File: src/rtl/rgb_value_overlay_if.sv
// Control/result handshake of the RGB value overlay.
//   load        : one-cycle request to capture val_r/val_g/val_b and convert
//   val_r/g/b   : 8-bit channel values 0..255
//   busy        : conversion in progress
//   done        : one-cycle pulse when the new digits are committed
// master = requester side, slave = overlay side.
interface rgb_value_overlay_if;
    logic       load;
    logic [7:0] val_r;
    logic [7:0] val_g;
    logic [7:0] val_b;
    logic       busy;
    logic       done;

    modport master (output load, val_r, val_g, val_b, input busy, done);
    modport slave  (input load, val_r, val_g, val_b, output busy, done);
endinterface

File: src/rtl/rgb_value_overlay.sv
// Renders three 8-bit channel values (R, G, B) as decimal text on a VGA scan.
// A load converts all three values to BCD in parallel (shift-add-3, one shift
// per clock); the nine displayed digits change only at commit, so the screen
// never shows a partial conversion. A two-stage pipeline maps the scan
// position to a glyph ROM request and then to a lit-pixel decision.
// Ports:
//   clk, rst_n          : clock, asynchronous active-low reset
//   ctrl                : load/values in, busy/done out (slave modport)
//   hcount, vcount      : scan position, video_on : active-video flag
//   glyph_digit         : digit 0..9 selecting the external glyph ROM
//   glyph_row_addr      : glyph row 0..15
//   glyph_row           : addressed glyph row, bit 0 leftmost (combinational)
//   pixel_on, pixel_ch  : lit text pixel and its channel (0=R, 1=G, 2=B)
module rgb_value_overlay #(
    parameter logic [9:0] X0       = 10'd16,
    parameter logic [9:0] Y0       = 10'd16,
    parameter bit         BLANK_LZ = 1'b1
) (
    input  logic                clk,
    input  logic                rst_n,
    rgb_value_overlay_if.slave  ctrl,
    input  logic [9:0]          hcount,
    input  logic [9:0]          vcount,
    input  logic                video_on,
    output logic [3:0]          glyph_digit,
    output logic [3:0]          glyph_row_addr,
    input  logic [0:15]         glyph_row,
    output logic                pixel_on,
    output logic [1:0]          pixel_ch
);

    typedef enum logic [1:0] {IDLE, CONV, COMMIT} state_t;

    state_t      state, state_nxt;
    logic        start, busy, done;
    logic [2:0]  shift_cnt;
    // {hundreds, tens, units, binary} per channel
    logic [19:0] sh_r, sh_g, sh_b;
    // displayed digits [channel][position], position 0=hundreds, 2=units
    logic [2:0][2:0][3:0] dig;

    // One shift-add-3 iteration: correct each BCD nibble >= 5, then shift.
    function automatic logic [19:0] bcd_step(input logic [19:0] s);
        logic [19:0] a;
        a = s;
        for (int unsigned i = 0; i < 3; i++) begin
            if (a[8 + 4*i +: 4] >= 4'd5)
                a[8 + 4*i +: 4] = a[8 + 4*i +: 4] + 4'd3;
        end
        return {a[18:0], 1'b0};
    endfunction

    always_ff @(posedge clk or negedge rst_n) begin
        if (!rst_n) state <= IDLE;
        else        state <= state_nxt;
    end

    always_comb begin
        state_nxt = state;
        start     = 1'b0;
        busy      = 1'b0;
        done      = 1'b0;
        case (state)
            IDLE: begin
                if (ctrl.load) begin
                    start     = 1'b1;
                    state_nxt = CONV;
                end
            end
            CONV: begin
                busy = 1'b1;
                if (shift_cnt == 3'd7) state_nxt = COMMIT;
            end
            COMMIT: begin
                busy      = 1'b1;
                done      = 1'b1;
                state_nxt = IDLE;
            end
            default: state_nxt = IDLE;
        endcase
    end

    assign ctrl.busy = busy;
    assign ctrl.done = done;

    always_ff @(posedge clk or negedge rst_n) begin
        if (!rst_n) begin
            shift_cnt <= '0;
            sh_r      <= '0;
            sh_g      <= '0;
            sh_b      <= '0;
            dig       <= '0;
        end else begin
            if (start) begin
                sh_r      <= {12'd0, ctrl.val_r};
                sh_g      <= {12'd0, ctrl.val_g};
                sh_b      <= {12'd0, ctrl.val_b};
                shift_cnt <= '0;
            end else if (state == CONV) begin
                sh_r      <= bcd_step(sh_r);
                sh_g      <= bcd_step(sh_g);
                sh_b      <= bcd_step(sh_b);
                shift_cnt <= shift_cnt + 3'd1;
            end
            if (state == COMMIT) begin
                dig[0] <= {sh_r[11:8], sh_r[15:12], sh_r[19:16]};
                dig[1] <= {sh_g[11:8], sh_g[15:12], sh_g[19:16]};
                dig[2] <= {sh_b[11:8], sh_b[15:12], sh_b[19:16]};
            end
        end
    end

    // Scan decode; positions left of X0 / above Y0 wrap to large values
    // and fall outside the region test.
    logic [9:0] rel_x, rel_y;
    logic [1:0] line, pos;
    logic       in_region, blank;
    logic [3:0] sel_digit;

    assign rel_x     = hcount - X0;
    assign rel_y     = vcount - Y0;
    assign line      = rel_y[5:4];
    assign pos       = rel_x[5:4];
    assign in_region = video_on && (rel_x < 10'd48) && (rel_y < 10'd48);

    always_comb begin
        sel_digit = '0;
        blank     = 1'b0;
        if (in_region) begin
            sel_digit = dig[line][pos];
            if (BLANK_LZ) begin
                if (pos == 2'd0)
                    blank = (dig[line][0] == 4'd0);
                else if (pos == 2'd1)
                    blank = (dig[line][0] == 4'd0) && (dig[line][1] == 4'd0);
            end
        end
    end

    logic [3:0] col1;
    logic [1:0] ch1;
    logic       in1, blank1;

    always_ff @(posedge clk or negedge rst_n) begin
        if (!rst_n) begin
            glyph_digit    <= '0;
            glyph_row_addr <= '0;
            col1           <= '0;
            ch1            <= '0;
            in1            <= 1'b0;
            blank1         <= 1'b0;
            pixel_on       <= 1'b0;
            pixel_ch       <= '0;
        end else begin
            glyph_digit    <= sel_digit;
            glyph_row_addr <= in_region ? rel_y[3:0] : 4'd0;
            col1           <= in_region ? rel_x[3:0] : 4'd0;
            ch1            <= in_region ? line : 2'd0;
            in1            <= in_region;
            blank1         <= blank;
            pixel_on       <= glyph_row[col1] && in1 && !blank1;
            pixel_ch       <= ch1;
        end
    end

endmodule

File: src/flat_wrapper.sv
// flat-port wrapper written by rule: the top's interface ports become plain ports
module rgb_value_overlay_flat 
#(
    parameter logic [9:0] X0       = 10'd16,
    parameter logic [9:0] Y0       = 10'd16,
    parameter bit         BLANK_LZ = 1'b1
)
  (clk, rst_n, hcount, vcount, video_on, glyph_digit, glyph_row_addr, glyph_row, pixel_on, pixel_ch, ctrl_load, ctrl_val_r, ctrl_val_g, ctrl_val_b, ctrl_busy, ctrl_done);
  rgb_value_overlay_if ctrl_i ();
  input  logic clk;
  input  logic rst_n;
  input  logic [9:0] hcount;
  input  logic [9:0] vcount;
  input  logic video_on;
  output logic [3:0] glyph_digit;
  output logic [3:0] glyph_row_addr;
  input  logic [0:15] glyph_row;
  output logic pixel_on;
  output logic [1:0] pixel_ch;
  input wire logic [$bits(ctrl_i.load)-1:0] ctrl_load;
  input wire logic [$bits(ctrl_i.val_r)-1:0] ctrl_val_r;
  input wire logic [$bits(ctrl_i.val_g)-1:0] ctrl_val_g;
  input wire logic [$bits(ctrl_i.val_b)-1:0] ctrl_val_b;
  output wire logic [$bits(ctrl_i.busy)-1:0] ctrl_busy;
  output wire logic [$bits(ctrl_i.done)-1:0] ctrl_done;
  assign ctrl_i.load = ctrl_load;
  assign ctrl_i.val_r = ctrl_val_r;
  assign ctrl_i.val_g = ctrl_val_g;
  assign ctrl_i.val_b = ctrl_val_b;
  assign ctrl_busy = ctrl_i.busy;
  assign ctrl_done = ctrl_i.done;
  rgb_value_overlay #(.X0(X0), .Y0(Y0), .BLANK_LZ(BLANK_LZ)) u_core (.clk(clk), .rst_n(rst_n), .ctrl(ctrl_i), .hcount(hcount), .vcount(vcount), .video_on(video_on), .glyph_digit(glyph_digit), .glyph_row_addr(glyph_row_addr), .glyph_row(glyph_row), .pixel_on(pixel_on), .pixel_ch(pixel_ch));
endmodule
File: config.mk
export PLATFORM = sky130hd
export DESIGN_NAME = rgb_value_overlay_flat
export DESIGN_NICKNAME = d
export VERILOG_FILES = /design/src/rtl/rgb_value_overlay_if.sv /design/src/rtl/rgb_value_overlay.sv /design/src/flat_wrapper.sv
export SDC_FILE = /design/constraint.sdc
export NUM_CORES = 1
export LEC_CHECK = 0
export CAP_MARGIN = 25
export CORE_MARGIN = 4
export CORE_UTILIZATION = 30
export DETAILED_ROUTE_END_ITERATION = 8
export PLACE_DENSITY = 0.56
export RECOVER_POWER = 25
export SLEW_MARGIN = 0
export SYNTH_ARGS = -nofsm -noshare
export SYNTH_HDL_FRONTEND = slang
export SYNTH_SLANG_ARGS = --single-unit
File: constraint.sdc
create_clock -name clk -period 3.8 [get_ports clk]
set_input_delay 0.76 -clock clk [delete_from_list [all_inputs] [get_ports clk]]
set_output_delay 0.76 -clock clk [all_outputs]
set_load 0.05 [all_outputs]
### After elaboration in Yosys (flattened, before gate mapping)

Index checks and enable logic that the tools add are counted.

* bits in registers: 120
* logic and storage cells: 106
* input bits: 64
* output and inout bits: 13

* $lt $le $gt $ge: 14
* reductions and logical operators: 13
* equality and inequality tests: 6
* bitwise operators: 1
* mux-type cells: 38
* add/subtract/negate cells: 12

Operator list (number)
* $mux 20: 6
* $mux 4: 10
* $ge 4x3->1 const B: 9
* $add 4x2->4 const B: 6
* $bmux 12 s2: 1
* $lt 10x6->1 const B: 2
* $sub 10x5->10 const B: 2
* $mux 3: 5
* $mux 12: 1
* $add 3x2->3 const B: 3
* $mux 1: 9
* $bmux 4 s2: 1
* $logic_not 4->1: 2
* $lt 2x3->1 const B: 2
* $mux 2: 3
* $ge 5x5->1 const B: 1
* $logic_and 1x1->1: 5
* $not 4->5: 1
* $bmux 1 s4: 1
* $eq 2x1->1 const B: 2
* $logic_not 2->1: 2
* $pmux 2 s2: 1
* $add 3x1->3 const B: 1
* $eq 3x3->1 const B: 1
* 7 further kinds: 7

### Longest topological paths before layout

* word-level depth: 8
* mapped depth: 10
* gate-level depth less buffers: 7

### Worst setup path after synthesis

OpenSTA, ideal clock, no wires.

* path type: in2reg
* start: input port vcount[4]
* end: register u_core.glyph_digit[2]
* buffers on the path: 2
* data arrival time: 2426 ps
* library setup time: 73 ps
* required time: 3727 ps
* stages on the path: 9
* setup slack: 1301 ps
* path through: inv_1 > clkbuf_1 > ha_1 > nor4b_2 > o221ai_2 > nor4b_4 > and2_1 > buf_4 > a21boi_2

* elaborated cells on any way between the ends: 8
* classes of those cells: 1 x add/sub; 1 x order compare; 5 x mux; 1 x reduce/logical

RTL lines
* from (decl): RTL line flat_wrapper.sv:13 `input logic [9:0] vcount;`
* $sub 10x5->10: RTL line rgb_value_overlay.sv:121 `assign rel_y = vcount - Y0;`
* $lt 10x6->1: RTL line rgb_value_overlay.sv:124 `assign in_region = video_on && (rel_x < 10'd48) && (rel_y < 10'd48);`
* $logic_and 1x1->1: RTL line rgb_value_overlay.sv:124
* net u_core.in_region: RTL line rgb_value_overlay.sv:117 `logic in_region, blank;`
* $mux 4: RTL line rgb_value_overlay.sv:129 `if (in_region) begin`
* net u_core.sel_digit[2]: RTL line rgb_value_overlay.sv:118 `logic [3:0] sel_digit;`
* to (signal assigned): RTL line rgb_value_overlay.sv:155 `glyph_digit <= sel_digit;`
* to (decl): RTL line rgb_value_overlay.sv:25 `output logic [3:0] glyph_digit,`

The timed path passes the listed nets, and every way through them passes these cells. The select of a mux whose other input is x is not followed.
A chain may end at the register's enable or synchronous reset.

### Worst setup path after layout

* start: input port vcount[4]
* end: register u_core.blank1

* longest elaborated chain between the ends: 8
* elaborated cells on any way between the ends: 11
* classes of those cells: 1 x add/sub; 1 x order compare; 5 x mux; 4 x reduce/logical

Ends and longest elaborated chain
* $sub 10x5->10 *: RTL line rgb_value_overlay.sv:121
* $bmux 12 s2: RTL line rgb_value_overlay.sv:133, rgb_value_overlay.sv:135
* $mux 12
* $logic_not 4->1 (on tied branches): RTL line rgb_value_overlay.sv:133, rgb_value_overlay.sv:135
* $logic_and 1x1->1: RTL line rgb_value_overlay.sv:135 `blank = (dig[line][0] == 4'd0) && (dig[line][1] == 4'd0);`
* $mux 1: RTL line rgb_value_overlay.sv:134 `else if (pos == 2'd1)`
* $mux 1: RTL line rgb_value_overlay.sv:132 `if (pos == 2'd0)`
* $mux 1 *: RTL line rgb_value_overlay.sv:129
* net u_core.blank: RTL line rgb_value_overlay.sv:117
* to (signal assigned): RTL line rgb_value_overlay.sv:160 `blank1 <= blank;`
* to (decl): RTL line rgb_value_overlay.sv:142 `logic in1, blank1;`

The timed path passes the listed nets; every way through them passes the cells marked *. The select of a mux whose other input is x is not followed.

==> summary.md <==
| Metric | Value |
|---|---|
| Die X | 151 um |
| Maximum number of pins on one net before global-route repair | just under 90 |
| Mapped cell area | 0.00610 mm2 |
| Ys Warns | 0 |
| Worst Setup Start Kind | primary input |
| Starting DRT DRC Count | 172 |
| Core Box Area | 0.0197 mm2 |
| Register area share after synthesis | roughly 49% |
| Io pins | 77 |
| Antenna violations before repair | 0 |
| Fraction of layout cells with a size suffix above 1 | between 10 and 15% |
| Post-CTS Setup Inserts | 0 |
| Critical Path AT | 3.34 ns |
| Setup TNS | 0 ns |
| Global-route wire length before repair | around 22 mm |
| Worst EP required | 4.14 ns |
| RSZ-0062 raised after global routing | no |
| CP Class | primary input to flip-flop |
| FF/Latch Area | 0.00300 mm2 |
| Initial core utilization | 30.9% |
| Maxcap violations | 0 |
| Total gr overflow | 0 |
| Area of the multi-input gates | around 0.0029 mm2 |
| Tmin final | ~3 ns |
| Inst Count DP | 879 |
| Hold path start | u_core.ch1[1] |
| Post-CTS Hold Fix Bufs | 0 |
| Cell variety after synth | 39 |
| Status | completed |
| Final period util | 79.0% |
| M1 GR Usage | 16.1% |
| Worst R2R Setup Slack | 1.80 ns |
| Post-layout util | 39.4% |
| Fill count | 1882 |
| Clock Latency Late Sink | 0.40 ns |
| Final hold violations | 0 |
| Vias | 4221 |
| Final Setup Violations | 0 |
| CP Capture Type | flip-flop |
| Wire length per cell | around 14 um |
| # diodes | 0 |
| Placed Instance Area | 0.00714 mm2 |
| WL final | 12.7 mm |
| Max H-tree Level | 4 |
| Worst Tran Pin Value | 1.42 ns |
| TritonCTS clock tree | done |
| Max IR drop VDD | 0.376 mV |
| Terminus of the critical flop-to-flop path | u_core.sh_b[17] |
| Die area | 0.0227 mm2 |
| Row count | 51 |
| Hold Path Class | flip-flop to flip-flop |
| Detailed Place HPWL | 8.87 mm |
| Worst-path clk slew | 0.05 ns |
| Slowest CP cell | ha_1 |
| Slew margin rel. | 5.05% |
| Worst Skew | 0.00444 ns |
| Antenna violation net count after detailed routing | 0 |
| CP max FO | 16 |
| Area delta synth->final | 27.4% |
| Root Buffer | clkbuf_16 |
| GR Util met3 | 3.85% |
| CTS Sinks | 120 |
| Num CTS Buffers | 17 |
| Drt first pass iters | 5 |
| CTS resizes | 0 |
| Reg2reg start | u_core.state[1] |
| Grt met2 use | 18.1% |
| Crit path cell chain | clkdlybuf4s50_1, inv_1, ha_1, buf_4, mux2i_1, o2bb2ai_1, nor2_1, nor4b_1, o211a_1 |
| Synth Net Count | 653 |
| Fmax | 333 MHz |
| Slew Limit Fails | 0 |
| Leak | 3.51 nW |
| Mean area per synthesized cell | 10.9 um2 |
| Via/cell ratio | about 4.6 |
| # DRC | 0 |
| Post-route insts no fill | between 900 and 1000 |
| Number of synthesized register bits | 120 |
| Min-Delay Endpoint | u_core.pixel_ch[1] |
| Die Y | 151 um |
| GPL Wtd Cong | 0.842 |
| CP peak stage delay | 0.59 ns |
| Top Usage Layer GRT | met2 |
| All-Layer GR Usage | 11.8% |
| Hold Path Cell Cnt | 0 |
| Vias in the first global route | 4401 |
| Layout Cell Area excl Fill | 0.00777 mm2 |
| Clock buffer depth | 2 |
| Mapped Cells | 559 |
| R2R depth | 5 |
| PortBufs | 76 |
| Pwr dens | between 600 and 700 mW/mm2 |
| Final net count | about 730 |
-- synthesized netlist by cell type --
cell type	number	area share, %
mux4_2	5	1.8
mux2_2	36	6.6
inv_1	28	1.7
o21a_1	1	0.12
buf_1	3	0.18
a21o_1	6	0.74
nand2b_1	24	2.5
o211a_1	1	0.16
clkbuf_1	18	1.1
nor2b_1	3	0.31
or3_1	1	0.10
nor4b_4	1	0.39
mux2i_1	53	8.7
or4_1	1	0.12
o221ai_2	1	0.25
a22oi_1	4	0.49
and2_1	2	0.21
dfrtp_1	120	49
nand2_1	49	3.0
nor2_1	20	1.2
and3b_1	1	0.14
buf_4	1	0.12
o211ai_1	6	0.74
and2b_1	1	0.12
nor4b_1	1	0.14
a21oi_1	25	2.1
a21boi_2	4	0.74
nor4_1	1	0.10
nor3_1	1	0.082
and3_1	9	0.92
o21ai_1	1	0.082
o31ai_1	1	0.12
ha_1	30	6.2
nor4b_2	1	0.25
o21ai_0	53	4.3
nand3_1	21	1.7
xnor2_1	16	2.3
o2bb2ai_1	2	0.29
buf_2	7	0.57
-- area by class of cell --
type,instances,area share (%)
timing repair buffer,85,10.8
inverter,28,1.35
multi-input combinational,382,37.1
tap,265,4.27
clock buffer,19,5.83
sequential,120,38.6
clock inverter,13,1.96
-- state kept, by name, indices dropped and copies added (netlist names) --
name                   count
u_core.sh_r               20
u_core.pixel_on            1
u_core.pixel_ch            2
u_core.in1                 1
u_core.shift_cnt           3
u_core.blank1              1
u_core.sh_g               20
u_core.ch1                 2
u_core.glyph_row_addr      4
u_core.sh_b               20
u_core.col1                4
u_core.dig                36
u_core.glyph_digit         4
u_core.state               2
-- power breakdown --
part	switching [W]	internal (W)	leakage, nW	total [W]
Sequential	0.000217	0.00159	1.61	0.00181
Clock	0.000560	0.00106	0.298	0.00162
Combinational	0.000650	0.000619	1.60	0.00127
-- cells in the final DEF (no fill, tap or decap), types with 3 or more instances in the layout --
cell               n
nand3_1           21
inv_1             28
nor2b_1            3
nand2_1           49
a21oi_1           25
and3_1             9
mux2_2            36
clkdlybuf4s50_1   75
clkbuf_16         17
a21o_1             6
a22oi_1            4
a21boi_2           4
ha_1              29
nor2_1            20
o21ai_0           53
mux2i_1           53
xnor2_1           16
o211ai_1           6
nand2b_1          24
clkinv_2           6
buf_4              7
dfrtp_1          120
mux4_2             5
bufinv_16          3
-- metal layers --
metal	wire, um	share of wire, %
met5	0	0
met4	36	0.28
met3	792	6.2
met2	5670	45
met1	6200	49
-- critical path: cells and delay by family --
kind / cells / cell delay, ns
AO/OA/AOI/OAI: 2 / 0.30
adder cells (fa/ha/maj): 1 / 0.59
buffers and inverters: 3 / 1.04
multiplexers: 1 / 0.23
AND/OR/NAND/NOR: 2 / 0.41
-- cells by family (layout without fill, tap and decap cells) --
kind of cell    Yosys count  count (layout)  synth area share, %
flops                   120             120                 49.2
fa+ha+maj                30              30                 6.15
compound gates          105             105                 10.1
buf+inv                  57             145                 3.71
xor+xnor                 16              16                 2.30
simple gates            137             137                 11.3
mux                      94              94                 17.2
-- worst max path at each step --
stage,to,cells after the start,startpoint,slack [ns]
2_1_floorplan,u_core.glyph_digit[2],9,vcount[4],1.30
3_3_place_gp,u_core.glyph_digit[3],8,vcount[4],0.57
3_5_place_dp,u_core.blank1,9,vcount[4],0.46
4_1_cts,u_core.blank1,9,vcount[4],0.87
5_1_grt,u_core.blank1,9,vcount[4],0.59
6_report,u_core.blank1,9,vcount[4],0.80
-- stage by stage --
step                hold WS [ns]  total power (W)  setup slack [ns]
floorplan                  0.331          0.00273              1.30
global placement           0.334          0.00305             0.568
detailed placement         0.343          0.00309             0.462
CTS                        0.354          0.00474             0.865
global route               0.366          0.00503             0.593
finish                     0.353          0.00470             0.799
Power figures use the tool's default switching activity.
